### src/rtl/svc_axi_sram_rd.sv
// AXI4 read-burst front end: expands one AR burst into single-word SRAM read
// commands and passes the SRAM read-response stream straight out as the R channel.
module svc_axi_sram_rd #(
    parameter int AXI_ADDR_WIDTH  = 20,
    parameter int AXI_DATA_WIDTH  = 16,
    parameter int AXI_ID_WIDTH    = 4,
    parameter int SRAM_ADDR_WIDTH = AXI_ADDR_WIDTH - $clog2(AXI_DATA_WIDTH / 8),
    parameter int SRAM_DATA_WIDTH = AXI_DATA_WIDTH,
    parameter int SRAM_STRB_WIDTH = SRAM_DATA_WIDTH / 8,
    parameter int SRAM_META_WIDTH = AXI_ID_WIDTH
) (
    input  logic                       clk,
    input  logic                       rst,

    input  logic                       s_axi_arvalid,
    output logic                       s_axi_arready,
    input  logic [AXI_ADDR_WIDTH-1:0]  s_axi_araddr,
    input  logic [AXI_ID_WIDTH-1:0]    s_axi_arid,
    input  logic [7:0]                 s_axi_arlen,
    input  logic [2:0]                 s_axi_arsize,
    input  logic [1:0]                 s_axi_arburst,

    output logic                       s_axi_rvalid,
    input  logic                       s_axi_rready,
    output logic [AXI_ID_WIDTH-1:0]    s_axi_rid,
    output logic [AXI_DATA_WIDTH-1:0]  s_axi_rdata,
    output logic [1:0]                 s_axi_rresp,
    output logic                       s_axi_rlast,

    output logic                       sram_cmd_valid,
    input  logic                       sram_cmd_ready,
    output logic [SRAM_ADDR_WIDTH-1:0] sram_cmd_addr,
    output logic [SRAM_META_WIDTH-1:0] sram_cmd_meta,
    output logic                       sram_cmd_last,
    output logic                       sram_cmd_wr_en,
    output logic [SRAM_DATA_WIDTH-1:0] sram_cmd_wr_data,
    output logic [SRAM_STRB_WIDTH-1:0] sram_cmd_wr_strb,

    input  logic                       sram_rd_resp_valid,
    output logic                       sram_rd_resp_ready,
    input  logic [SRAM_DATA_WIDTH-1:0] sram_rd_resp_data,
    input  logic [SRAM_META_WIDTH-1:0] sram_rd_resp_meta,
    input  logic                       sram_rd_resp_last
);

    localparam int BYTE_BITS = $clog2(AXI_DATA_WIDTH / 8);

    typedef enum logic {IDLE, BURST} state_t;

    state_t                     state_q, state_d;
    logic                       arready_q, arready_d;
    logic [SRAM_ADDR_WIDTH-1:0] addr_q, addr_d;
    logic [SRAM_META_WIDTH-1:0] id_q, id_d;
    logic [1:0]                 burst_q, burst_d;
    logic [7:0]                 len_q, len_d;
    logic [7:0]                 rem_q, rem_d;

    logic                       ar_hs;
    logic                       cmd_hs;
    logic [SRAM_ADDR_WIDTH-1:0] addr_inc;
    logic [SRAM_ADDR_WIDTH-1:0] len_mask;
    logic [SRAM_ADDR_WIDTH-1:0] wrap_addr;
    logic                       unused_ok;

    assign ar_hs     = s_axi_arvalid && arready_q;
    assign cmd_hs    = sram_cmd_valid && sram_cmd_ready;
    assign addr_inc  = addr_q + SRAM_ADDR_WIDTH'(1);
    assign len_mask  = SRAM_ADDR_WIDTH'(len_q);
    // WRAP stays inside the (len+1)-word aligned window; len is a power of two minus one.
    assign wrap_addr = (addr_q & ~len_mask) | (addr_inc & len_mask);

    always_comb begin
        state_d = state_q;
        addr_d  = addr_q;
        id_d    = id_q;
        burst_d = burst_q;
        len_d   = len_q;
        rem_d   = rem_q;
        case (state_q)
            IDLE: begin
                if (ar_hs) begin
                    addr_d  = s_axi_araddr[AXI_ADDR_WIDTH-1:BYTE_BITS];
                    id_d    = s_axi_arid;
                    burst_d = s_axi_arburst;
                    len_d   = s_axi_arlen;
                    rem_d   = s_axi_arlen;
                    state_d = BURST;
                end
            end
            BURST: begin
                if (cmd_hs) begin
                    if (rem_q == 8'd0) begin
                        state_d = IDLE;
                    end else begin
                        rem_d = rem_q - 8'd1;
                        case (burst_q)
                            2'b00:   addr_d = addr_q;
                            2'b10:   addr_d = wrap_addr;
                            default: addr_d = addr_inc;
                        endcase
                    end
                end
            end
            default: state_d = IDLE;
        endcase
        // arready is registered so it stays low through reset and rises one clock later.
        arready_d = (state_d == IDLE);
    end

    always_ff @(posedge clk or posedge rst) begin
        if (rst) begin
            state_q   <= IDLE;
            arready_q <= 1'b0;
            addr_q    <= '0;
            id_q      <= '0;
            burst_q   <= 2'b00;
            len_q     <= 8'd0;
            rem_q     <= 8'd0;
        end else begin
            state_q   <= state_d;
            arready_q <= arready_d;
            addr_q    <= addr_d;
            id_q      <= id_d;
            burst_q   <= burst_d;
            len_q     <= len_d;
            rem_q     <= rem_d;
        end
    end

    assign s_axi_arready    = arready_q;
    assign sram_cmd_valid   = (state_q == BURST);
    assign sram_cmd_addr    = addr_q;
    assign sram_cmd_meta    = id_q;
    assign sram_cmd_last    = (state_q == BURST) && (rem_q == 8'd0);
    assign sram_cmd_wr_en   = 1'b0;
    assign sram_cmd_wr_data = '0;
    assign sram_cmd_wr_strb = '0;

    assign s_axi_rvalid       = sram_rd_resp_valid;
    assign s_axi_rid          = sram_rd_resp_meta;
    assign s_axi_rdata        = sram_rd_resp_data;
    assign s_axi_rresp        = 2'b00;
    assign s_axi_rlast        = sram_rd_resp_last;
    assign sram_rd_resp_ready = s_axi_rready;

    // arsize is ignored and the sub-word byte offset of araddr is dropped.
    assign unused_ok = ^{s_axi_arsize, s_axi_araddr};

endmodule
### config.mk
export PLATFORM = sky130hd
export DESIGN_NAME = svc_axi_sram_rd
export DESIGN_NICKNAME = d
export VERILOG_FILES = /design/src/rtl/svc_axi_sram_rd.sv
export SDC_FILE = /design/constraint.sdc
export NUM_CORES = 1
export LEC_CHECK = 0
export ABC_AREA = 1
export ABC_CLOCK_PERIOD_IN_PS = 3950
export BUFFER_PORTS_ARGS = -buffer_cell sky130_fd_sc_hd__buf_2
export CELL_PAD_IN_SITES_DETAIL_PLACEMENT = 0
export CELL_PAD_IN_SITES_GLOBAL_PLACEMENT = 2
export CORE_ASPECT_RATIO = 0.8
export CORE_UTILIZATION = 27
export CTS_CLUSTER_SIZE = 20
export DETAILED_ROUTE_END_ITERATION = 8
export GPL_TIMING_DRIVEN = 1
export PLACE_DENSITY_LB_ADDON = 0.1
export SETUP_SLACK_MARGIN = 0.15
export SLEW_MARGIN = 20
export SYNTH_ARGS = -nofsm -noshare
export SYNTH_HDL_FRONTEND = slang
export SYNTH_SLANG_ARGS = --single-unit
### constraint.sdc
create_clock -name clk -period 3.95 [get_ports clk]
set_input_delay 0.1975 -clock clk [delete_from_list [all_inputs] [get_ports clk]]
set_output_delay 0.1975 -clock clk [all_outputs]
set_load 0.02 [all_outputs]
Word level (Yosys, flattened, before mapping)
Cells that the tools add are included.
W data, S select, Z words.
{"block": "word_totals", "reg_bits": 43, "inputBits": 64, "out_inout_bits": 70, "word_cells": 41}
{"block": "op_classes", "addsub": 2, "eq_ne": 5, "n_mux": 13, "bitwise": 6, "reduce_logical": 8}
{"operator": "$pmux W19 S2", "n": 2}
{"operator": "$mux W19", "n": 3}
{"operator": "$mux W8", "n": 3}
{"operator": "$add A19 B1 Y19 const B", "n": 1}
{"operator": "$and A19 B19 Y19", "n": 1}
{"operator": "$and A19 B8 Y19", "n": 1}
{"operator": "$not A8 Y19", "n": 1}
{"operator": "$or A19 B19 Y19", "n": 1}
{"operator": "$pmux W8 S2", "n": 1}
{"operator": "$logic_not A8 Y1", "n": 1}
{"operator": "$sub A8 B1 Y8 const B", "n": 1}
{"operator": "$ne A2 B2 Y1 const B", "n": 3}
{"operator": "$reduce_and A4 Y1", "n": 1}
{"operator": "$logic_and A1 B1 Y1", "n": 3}
{"operator": "$mux W1", "n": 3}
{"operator": "$reduce_and A3 Y1", "n": 1}
{"operator": "$eq A2 B2 Y1 const B", "n": 1}
{"operator": "$logic_not A2 Y1", "n": 1}
{"operator": "$ne A2 B1 Y1 const B", "n": 1}
{"operator": "$not A1 Y1", "n": 2}
{"operator": "$pmux W1 S2", "n": 1}
{"operator": "$reduce_and A2 Y1", "n": 1}

Longest topological paths before layout
{"block": "logic_depth", "word_depth": 7, "mapped_depth": 10, "depth_no_buf": 10}

Least setup slack after synthesis
No wires, ideal clock.
{"block": "synth_path", "path_type": "reg2reg", "startpoint": "register rem_q[0]", "endpoint": "register with a tool-made name", "setup_time_ns": 0.120, "arrival_time_ns": 1.485, "required_ns": 3.830, "slack_ns": 2.344, "stages_incl_launch_ff": 10, "path_buffers": 0, "period_less_slack_ns": 1.606, "path_cell_list": "dfrtp_1 -> inv_1 -> ha_1 -> nand2_1 -> nor3_2 -> nor2_1 -> nand2_1 -> nor2_1 -> nand2_1 -> nand2_1"}
{"element": "start: declaration", "line_no": "56", "text": "logic [7:0] rem_q, rem_d;"}
{"element": "start signal: assignment", "line_no": "126", "text": "rem_q <= rem_d;"}

Final worst setup path
{"block": "layout_path", "startpoint": "register state_q (netlist: sram_cmd_valid)", "endpoint": "register rem_q[2]"}
{"block": "layout_via", "elab_chain_len": 3, "elab_cells_between_ends": 7, "classes_between": "eq/ne (3); mux (1); bitwise (1); reduce/logical (2)"}
{"element": "start: declaration", "line_no": "50", "text": "state_t state_q, state_d;"}
{"element": "start signal: assignment", "line_no": "120", "text": "state_q <= state_d;"}
{"element": "$logic_and A1 B1 Y1 or $not A1 Y1 (tied branches)"}
{"element": "$ne A2 B1 Y1 (no line) or $ne A2 B2 Y1 (tied branches)"}
{"element": "$reduce_and A3 Y1 (no line)"}
Parallel ways exist; a longest one is shown, timed or not.
A chain may end at the register's enable or synchronous reset.

==> flow_metrics.env <==
export IMPL_status="completed"
export IMPL_root_buffer="clkbuf_16"
export IMPL_grtUsageTotal_pct=15.74
export IMPL_synth_seq_cells=43
export IMPL_finalHoldViolCount=0
export IMPL_max_freq_mhz=507.1
export IMPL_setup_tns_ps=0
export IMPL_vias=2756
export IMPL_finalNonFillerCells=635
export IMPL_synth_cells=450
export IMPL_yosysWarnings=0
export IMPL_antenna_found_initial=0
export IMPL_synth_cell_types=35
export IMPL_grt_max_degree=44
export IMPL_antennaDiodeCount=0
export IMPL_crit_top_cell="nand2_1"
export IMPL_period_share_pct=49.92
export IMPL_setup_viol=0
export IMPL_syn2layout_area_growth_pct=12.44
export IMPL_yosysMostFrequentCell="nand2_1"
export IMPL_max_stage_delay_ps=440
export IMPL_power_leakage_uw=0.001799
export IMPL_dr_first_iter_drc_count=113
export IMPL_cp_required_ps=4130
export IMPL_slew_headroom_pct=59.39
export IMPL_cp_top_family="simple AND/OR/NAND/NOR gates"
export IMPL_fp_dieW_um=122.1
export IMPL_post_dp_cell_area_mm2=0.003332
export IMPL_rows=34
export IMPL_worstSkewPairLatency_ps=290
export IMPL_path_cells="buf_4, nand2_2, nor2_1, nand3_2, nand2_1, nor2_1, buf_4, o21ai_0, nand2_1, nand2_1"
export IMPL_min_period_ps=1972
export IMPL_irDropWorstVdd_v=0.0001795
export IMPL_tightestPinTransition_ps=609.1
export IMPL_die_h_um=98.12
export IMPL_overflow=0
export IMPL_critical_path_class="reg2reg"
export IMPL_routed_wirelength_um=8749
export IMPL_post_route_drc_count=0
export IMPL_core_area_mm2=0.01106
export IMPL_io_pins=134
export IMPL_cts_sinks=43
export IMPL_ant_nets=0
export IMPL_dp_cells=627
export IMPL_crit_path_end_kind="register"
export IMPL_async_flop_share_pct=100.0
export IMPL_clockBufferDepth=2
export IMPL_multiInputGateArea_mm2=0.001533
export IMPL_regArea_mm2=0.001076
export IMPL_dieArea_mm2=0.01198
export IMPL_hold_ws_ps=56.85
export IMPL_clk_pin_slew_ps=70
export IMPL_htree_levels=2
export IMPL_p_per_area_mw_per_mm2=691.6
export IMPL_drtPass1Iterations=4
export IMPL_num_nets_final=557
export IMPL_finalClockSkew_ps=10.57
export IMPL_cap_violations=0
export IMPL_fill_cells=1264
export IMPL_syn_cell_area_mm2=0.003118
export IMPL_cts_tree="built"
export IMPL_drive_gt1_share_pct=21.59
export IMPL_final_area_mm2=0.003506
export IMPL_setup_slack_ps=1978
export IMPL_synth_seq_area_share_pct=34.51
export IMPL_cts_repair_resized=0
export IMPL_synthTopCellsByArea="dfrtp_1 35%, nand2_1 15%, buf_4 11%"
export IMPL_gp_congestion=0.7748
export IMPL_start_kind="register"
export IMPL_wire_per_inst_um=13.78
export IMPL_rsz0062_at_grt="false"
export IMPL_place_worst_setup_slack_ps=1958
export IMPL_arrival_ps=2150
export IMPL_min_path_type="in2async"
export IMPL_grt_pass1_vias=2674
export IMPL_path_buf_inv=2
export IMPL_numCtsBuffers=5
export IMPL_syn_avg_cell_area_um2=6.929
export IMPL_synth_top_cell_area_share_pct=34.51
export IMPL_synth_largest_area_cell="dfrtp_1"
export IMPL_worstPathMaxFanout=26
export IMPL_start_util_pct=28.19
export IMPL_hpwlAfterDp_um=6520
export IMPL_grt_pass1_wl_um=14320
export IMPL_port_buffers=62
export IMPL_cpMaxStageDelayCell="dfrtp_1"
export IMPL_ys_dominant_reg_cell="dfrtp_1"
export IMPL_via_per_inst=4.340
export IMPL_synth_edf_count=0
export IMPL_postCtsSetupBuffers=0
export IMPL_synthTopCellsByCount="127 x nand2_1, 48 x inv_1, 44 x buf_4, 44 x nor2_1, 43 x dfrtp_1"
export IMPL_cts_hold_buffers=0
export IMPL_slew_viol_final=0
## tightest hold or removal path, stage by stage
cell	delay (ps)
buf_2	100
clkinv_1	30
buf_4	490
## layout by cell type, fill, tap and decap left out
cell type and count:
nor2_4 1, nand4_1 4, clkinv_1 1, or2_2 4, nand2_4 1, a21oi_2 5
bufinv_16 1, o21ai_1 4, o21a_1 1, clkinv_2 1, a22oi_1 1, nor3_2 2
nor3_1 3, nor2_1 44, nand3_4 1, conb_1 21, nand2_1 127, o22ai_1 1
xnor2_1 1, inv_2 1, nand3_2 1, ha_1 3, o21ai_0 36, inv_1 47
nand3_1 28, clkbuf_8 1, buf_4 5, xor2_1 6, o31ai_1 1, a21oi_1 8
inv_8 1, o21bai_1 4, dfrtp_1 43, nand3b_1 1, clkbuf_16 5, nand2_2 4
buf_2 62, nor2_2 10
## cell type report
type                    count  area share [%]
multi-input cells         323           43.72
flip-flops and latches     43           30.69
repair buffers             67           9.922
inverters                  50           5.567
well taps                 144           5.139
clock buffers               6           3.961
clock inverters             2          0.9993
## report_power, final
part / total, uW / internal [uW] / switching [uW] / leakage [uW]
registers: 791 / 605 / 186 / 0.000535
clock network: 501 / 315 / 186 / 0.0000868
logic: 1130 / 391 / 742 / 0.00118
## path summary, 6_finish.rpt
check	endpoint	depth (start not counted)	slack (ps)	from
hold reg to reg	rem_q[2]	2	480	rem_q[2]
max in group asynchronous	sram_cmd_meta[3]	3	3480	rst
setup / recovery	rem_q[2]	10	1980	sram_cmd_valid
min in group clk	sram_cmd_meta[1]	3	100	s_axi_arid[1]
setup reg to reg	rem_q[2]	10	1980	sram_cmd_valid
hold / removal	sram_cmd_valid	3	60	rst
## cells by family after synthesis
logic type,synth area share (%)
buffers and inverters,18.74
XOR/XNOR,1.966
AO/OA/AOI/OAI,11.00
AND/OR/NAND/NOR,32.46
other,0.1203
adder cells (fa/ha/maj),1.204
flip-flops,34.51
## metal layers
metal	track usage (%)	wire length [um]
met1	23.86	4808
met2	22.38	3385
met3	3.388	474
met4	3.659	80
met5	0	0
## per-stage QoR
step	utilization [%]	power, uW
6_report	31.70	2425
5_1_grt	31.70	2655
4_1_cts	31.70	2461
3_5_place_dp	30.12	1945
3_3_place_gp	30.12	1937
2_1_floorplan	-	1650
Power figures use the tool's default switching activity.
